File: src/rtl/switch_scheduler_pkg.sv
// Shared types for the 4-port switch output scheduler: port ids/masks, FSM states, packet types.
package switch_scheduler_pkg;

  localparam int unsigned NUM_PORTS = 4;

  typedef logic [1:0] port_id_t;
  typedef logic [3:0] port_mask_t;

  typedef enum logic [1:0] {
    StIdle,
    StRoute,
    StArbWait,
    StTransmit
  } port_state_e;

  typedef enum logic [1:0] {
    PtErr = 2'd0,
    PtSdp = 2'd1,
    PtMdp = 2'd2,
    PtBdp = 2'd3
  } p_type_e;

  function automatic logic [2:0] popcount4(port_mask_t m);
    logic [2:0] c;
    c = '0;
    for (int i = 0; i < NUM_PORTS; i++) begin
      c = c + {2'b00, m[i]};
    end
    return c;
  endfunction

endpackage

File: src/rtl/switch_scheduler_port_fsm.sv
// Per-input request FSM: header latch, target-mask validation, wait counter and urgency flag.
module sched_port_fsm
  import switch_scheduler_pkg::*;
#(
  parameter port_id_t    PortIdx = 2'd0,
  parameter int unsigned MaxWait = 16
) (
  input  logic       clk_i,
  input  logic       rst_i,
  input  logic       req_i,
  input  port_mask_t dst_i,
  input  logic [1:0] type_i,
  input  logic       eop_i,
  input  logic       win_i,
  output logic       arb_o,
  output logic       urgent_o,
  output logic       grant_o,
  output logic       drop_o,
  output port_mask_t target_o
);

  localparam int unsigned CntW = $clog2(MaxWait + 1);

  port_state_e state_q, state_d;
  port_mask_t  dst_q, dst_d;
  p_type_e     type_q, type_d;
  logic [CntW-1:0] cnt_q, cnt_d;

  port_mask_t own_mask;
  logic       valid;
  logic [2:0] pop;

  assign own_mask = port_mask_t'(1) << PortIdx;
  assign pop      = popcount4(dst_q);

  always_comb begin
    target_o = dst_q;
    valid    = 1'b0;
    unique case (type_q)
      PtSdp:   valid = (pop == 3'd1) && ((dst_q & own_mask) == '0);
      PtMdp:   valid = (pop >= 3'd2) && ((dst_q & own_mask) == '0);
      PtBdp: begin
        target_o = ~own_mask;
        valid    = 1'b1;
      end
      default: valid = 1'b0;
    endcase
  end

  always_comb begin
    state_d = state_q;
    dst_d   = dst_q;
    type_d  = type_q;
    cnt_d   = cnt_q;
    unique case (state_q)
      StIdle: begin
        if (req_i) begin
          dst_d   = dst_i;
          type_d  = p_type_e'(type_i);
          state_d = StRoute;
        end
      end
      StRoute: begin
        if (valid) begin
          cnt_d   = '0;
          state_d = StArbWait;
        end else begin
          state_d = StIdle;
        end
      end
      StArbWait: begin
        if (win_i) begin
          state_d = StTransmit;
        end else if (cnt_q != CntW'(MaxWait)) begin
          cnt_d = cnt_q + CntW'(1);
        end
      end
      StTransmit: begin
        if (eop_i) state_d = StIdle;
      end
      default: state_d = StIdle;
    endcase
  end

  assign arb_o    = (state_q == StArbWait);
  assign urgent_o = arb_o && (cnt_q == CntW'(MaxWait));
  assign grant_o  = (state_q == StTransmit);
  assign drop_o   = (state_q == StRoute) && !valid;

  always_ff @(posedge clk_i) begin
    if (rst_i) begin
      state_q <= StIdle;
      dst_q   <= '0;
      type_q  <= PtErr;
      cnt_q   <= '0;
    end else begin
      state_q <= state_d;
      dst_q   <= dst_d;
      type_q  <= type_d;
      cnt_q   <= cnt_d;
    end
  end

endmodule

File: src/rtl/switch_scheduler.sv
// Output-port scheduler: rotating all-or-nothing allocation with aging, held until end-of-packet.
module switch_scheduler
  import switch_scheduler_pkg::*;
#(
  parameter int unsigned MaxWait = 16
) (
  input  logic        clk_i,
  input  logic        rst_i,
  input  logic [3:0]  in_req_i,
  input  logic [15:0] in_dst_i,
  input  logic [7:0]  in_type_i,
  input  logic [3:0]  in_eop_i,
  output logic [3:0]  in_grant_o,
  output logic [3:0]  in_drop_o,
  output logic [3:0]  out_busy_o,
  output logic [7:0]  out_src_o
);

  port_mask_t [NUM_PORTS-1:0] target;
  logic [NUM_PORTS-1:0] arb, urgent, win;

  port_id_t   rr_ptr_q, rr_ptr_d;
  port_mask_t out_busy_q, out_busy_d;
  logic [7:0] out_src_q, out_src_d;

  for (genvar i = 0; i < NUM_PORTS; i++) begin : g_port
    sched_port_fsm #(
      .PortIdx (port_id_t'(i)),
      .MaxWait (MaxWait)
    ) u_port (
      .clk_i    (clk_i),
      .rst_i    (rst_i),
      .req_i    (in_req_i[i]),
      .dst_i    (in_dst_i[4*i +: 4]),
      .type_i   (in_type_i[2*i +: 2]),
      .eop_i    (in_eop_i[i]),
      .win_i    (win[i]),
      .arb_o    (arb[i]),
      .urgent_o (urgent[i]),
      .grant_o  (in_grant_o[i]),
      .drop_o   (in_drop_o[i]),
      .target_o (target[i])
    );
  end

  // Scan from rr_ptr; an urgent loser reserves its outputs against later inputs in the scan.
  always_comb begin
    port_mask_t claimed, blocked;
    port_id_t   idx, last;
    logic       any_win;
    claimed = '0;
    blocked = '0;
    idx     = '0;
    last    = '0;
    any_win = 1'b0;
    win     = '0;
    for (int k = 0; k < NUM_PORTS; k++) begin
      idx = rr_ptr_q + port_id_t'(k);
      if (arb[idx]) begin
        if ((target[idx] & (out_busy_q | claimed | blocked)) == '0) begin
          win[idx] = 1'b1;
          claimed  = claimed | target[idx];
          last     = idx;
          any_win  = 1'b1;
        end else if (urgent[idx]) begin
          blocked = blocked | target[idx];
        end
      end
    end
    rr_ptr_d = any_win ? last + 2'd1 : rr_ptr_q;
  end

  always_comb begin
    out_busy_d = out_busy_q;
    out_src_d  = out_src_q;
    for (int i = 0; i < NUM_PORTS; i++) begin
      if (in_grant_o[i] && in_eop_i[i]) begin
        for (int o = 0; o < NUM_PORTS; o++) begin
          if (target[i][o]) begin
            out_busy_d[o]       = 1'b0;
            out_src_d[2*o +: 2] = '0;
          end
        end
      end
    end
    for (int i = 0; i < NUM_PORTS; i++) begin
      if (win[i]) begin
        for (int o = 0; o < NUM_PORTS; o++) begin
          if (target[i][o]) begin
            out_busy_d[o]       = 1'b1;
            out_src_d[2*o +: 2] = port_id_t'(i);
          end
        end
      end
    end
  end

  always_ff @(posedge clk_i) begin
    if (rst_i) begin
      rr_ptr_q   <= '0;
      out_busy_q <= '0;
      out_src_q  <= '0;
    end else begin
      rr_ptr_q   <= rr_ptr_d;
      out_busy_q <= out_busy_d;
      out_src_q  <= out_src_d;
    end
  end

  assign out_busy_o = out_busy_q;
  assign out_src_o  = out_src_q;

endmodule
File: config.mk
export PLATFORM = sky130hd
export DESIGN_NAME = switch_scheduler
export DESIGN_NICKNAME = d
export VERILOG_FILES = /design/src/rtl/switch_scheduler_pkg.sv /design/src/rtl/switch_scheduler_port_fsm.sv /design/src/rtl/switch_scheduler.sv
export SDC_FILE = /design/constraint.sdc
export NUM_CORES = 1
export LEC_CHECK = 0
export CAP_MARGIN = 25
export CORE_MARGIN = 5
export CORE_UTILIZATION = 45
export DETAILED_ROUTE_END_ITERATION = 8
export PLACE_DENSITY = 0.66
export SYNTH_ARGS = -nofsm -noshare
export SYNTH_HDL_FRONTEND = slang
export SYNTH_SLANG_ARGS = --single-unit
File: constraint.sdc
create_clock -name clk_i -period 4.5 [get_ports clk_i]
set_input_delay 0.9 -clock clk_i [delete_from_list [all_inputs] [get_ports clk_i]]
set_output_delay 0.9 -clock clk_i [all_outputs]
set_load 0.02 [all_outputs]
==> run metrics <==
clock sink count 66; Syn. warnings 0; DRT antenna net count 0; slowest stage delay, CP 0.55 ns; initial DRC count 444; Starting Density 0.463; GRT Util Overall 0.211; drc violations 0; combinational power share 0.338; Yosys top cell area share 0.249; Tot Pwr 1.96 mW; HP Class flop to flop; number of enable flip-flop cells after synthesis 0; peak supply drop 0.216 mV; Internal 1.26 mW; share of layout cells above drive strength 1 0.113; Setup crit end kind flop; kind of critical path flop to flop; largest cells by area after synthesis dfxtp_1 (25%), ha_1 (9.2%), nor2_1 (8.3%); RSZ-0062 raised after global routing false; CP required 4.77 ns; Avg WL per Cell 17.4 µm; Routed WL 14800 µm; core region area 11500 µm²; clk buf depth 2; final hold vios 0; hold slack 0.495 ns; CP cell instances ha_1 > or2_1 > mux4_2 > a32o_1 > a221oi_1 > o221ai_1 > a211oi_4 > a211oi_4 > a31oi_4 > o22a_1 > nand3_1 > a21oi_1; Syn Nets 731; Flop pwr share 0.330; initial antenna violation count 0; #FFs+latches synth 66; CTS tree done; Startpoint Class flop; crit-path max FO 14; Unique masters post-synth 67; post-layout minimum cycle time 4.10 ns; chip width 119 µm; Fmax achieved 244 MHz; Fin Clk Skew 0.00798 ns; setup TNS 0 ns; Sw Ratio 0.361; top cell type by total area after synthesis dfxtp_1; Die Ht 119 µm; clk_lat worst skew 0.34 ns; Mapped Cells 654; Final Setup Violations 0; Slew @ Worst Pin 0.735 ns; vias in the first global route 4982; Slowest-stage cell, CP mux4_2; top_reg_cell synth dfxtp_1; clock share of power 0.332; vias per cell 5.86; I/O pins 54; Final Max Slew Viols 0; ys async rst share 0; clk slew on worst S/H paths 0.06 ns; Resized cells post-CTS 0; Final HPWL DP 11300 µm; die area 14100 µm²; Slew headroom 0.506; TritonCTS buffer count 9; post-CTS setup buffers 0; I/O Buffers 53; # nets final 780; ant diodes 0; status completed; cell mode on critical path a211oi_4; first-pass GRT wire length 24500 µm; largest net degree at the start of global routing 58; layout overhead on the synthesized area 17.8%; CTS H-tree depth 3; GPL Wtd Cong 0.955; pwr/cell area 314 nW/µm²; most frequent cell after synthesis nor2_1; leakage 2.46 nW; via count 4991; Sw Pwr 0.708 mW; synth cell count leaders nor2_1 (118), dfxtp_1 (66), a21oi_1 (48); fin crit share 0.912; Max Cap Viol 0; Pre-Repair DR Iteration Count 6; CTS Hold Bufs 0; grt ovf 0; synthesized area 5310 µm²; Root Buffer clkbuf_16; row count 39; syn_area_per_cell 8.11 µm²; Worst Path Arrival 4.37 ns; Seq/Total Area, Yosys 0.249; Fill cells 1062
sequential cells by signal (all words and copies together) (netlist names), named ones only:
| signal | flops |
|---|---|
| g_port.u_port.cnt_q | 20 |
| g_port.u_port.dst_q | 16 |
| g_port.u_port.type_q | 8 |
| out_src_o | 8 |
| g_port.u_port.state_q | 4 |
| out_busy_o | 4 |
| rr_ptr_q | 2 |
cells in the final DEF (no fill, tap or decap), types with 4 or more instances in the layout:
cell,n
o21ai_1,7
nor2b_1,9
nand3_1,23
or2_1,8
clkinv_2,4
nor2_1,118
nand4_1,8
clkbuf_16,9
xor2_1,12
mux4_2,16
o22a_1,7
and2_1,7
nand2b_1,12
a221o_1,4
nor3b_1,6
nand2_1,32
a21oi_1,48
o21ai_0,12
a31oi_1,12
a21o_1,4
mux2i_1,11
or2_2,8
fa_1,4
buf_4,17
dfxtp_1,66
o22ai_1,8
a22oi_1,5
and3_1,16
a221oi_1,5
inv_1,45
nor3_1,14
ha_1,39
clkdlybuf4s50_1,52
layer usage:
metal / up-vias / GRT usage / wire length, µm
li1: 2424 / - / -
met4: 0 / 0.0865 / 359
met5: - / 0 / 0
met3: 25 / 0.0401 / 979
met2: 181 / 0.350 / 6920
met1: 2361 / 0.270 / 6540
power by group through the flow:
stage / clock network (mW) / logic, mW / registers, mW
final: 0.652 / 0.663 / 0.648
after global routing: 0.691 / 0.713 / 0.653
after CTS: 0.665 / 0.648 / 0.647
after detailed placement: 0 / 0.645 / 0.659
after global placement: 0 / 0.640 / 0.659
after floorplan: 0 / 0.456 / 0.664
critical path: cells and delay by family (launching register included):
kind / cells / cell delay [ns]
DFF: 1 / 0.31
and+or+nand+nor: 2 / 0.41
AOI/OAI and AO/OA: 8 / 2.42
muxes: 1 / 0.55
adders and majority gates: 1 / 0.32
cells by family after synthesis:
kind of cell / Yosys count / share of synthesized area
buffers and inverters: 80 / 0.0679
DFF: 66 / 0.249
adders and majority gates: 43 / 0.107
AOI/OAI and AO/OA: 153 / 0.217
and+or+nand+nor: 272 / 0.248
xor gates and xnor gates: 12 / 0.0198
muxes: 28 / 0.0908
through the flow:
step	util	area (µm²)	setup slack (ns)	cells
6_report	0.545	6250	0.398	851
5_1_grt	0.545	6250	0.150	851
4_1_cts	0.543	6230	0.406	850
3_5_place_dp	0.519	5950	0.423	834
3_3_place_gp	0.519	5950	0.486	834
2_1_floorplan	-	5310	0.403	654
final cells by class:
| type | instances | area (µm²) | area share |
|---|---|---|---|
| Clock buffer | 9 | 225 | 0.0360 |
| Tap cell | 143 | 179 | 0.0286 |
| Inverter | 47 | 176 | 0.0282 |
| Sequential cell | 66 | 1320 | 0.211 |
| Multi-Input combinational cell | 508 | 3620 | 0.580 |
| Timing Repair Buffer | 71 | 681 | 0.109 |
| Clock inverter | 7 | 46.3 | 0.00740 |
path summary, 6_finish.rpt:
path	from	end	slack [ns]	depth (start not counted)
worst max-delay path	g_port[1].u_port.type_q[0]$_SDFFE_PP0P_	out_src_o[5]$_SDFF_PP0_	0.40	12
worst min-delay path	out_src_o[3]$_SDFF_PP0_	out_src_o[3]$_SDFF_PP0_	0.49	2
worst max register to register	g_port[1].u_port.type_q[0]$_SDFFE_PP0P_	out_src_o[5]$_SDFF_PP0_	0.40	12
worst min register to register	out_src_o[3]$_SDFF_PP0_	out_src_o[3]$_SDFF_PP0_	0.49	2
(Power assumes the default switching activity.)
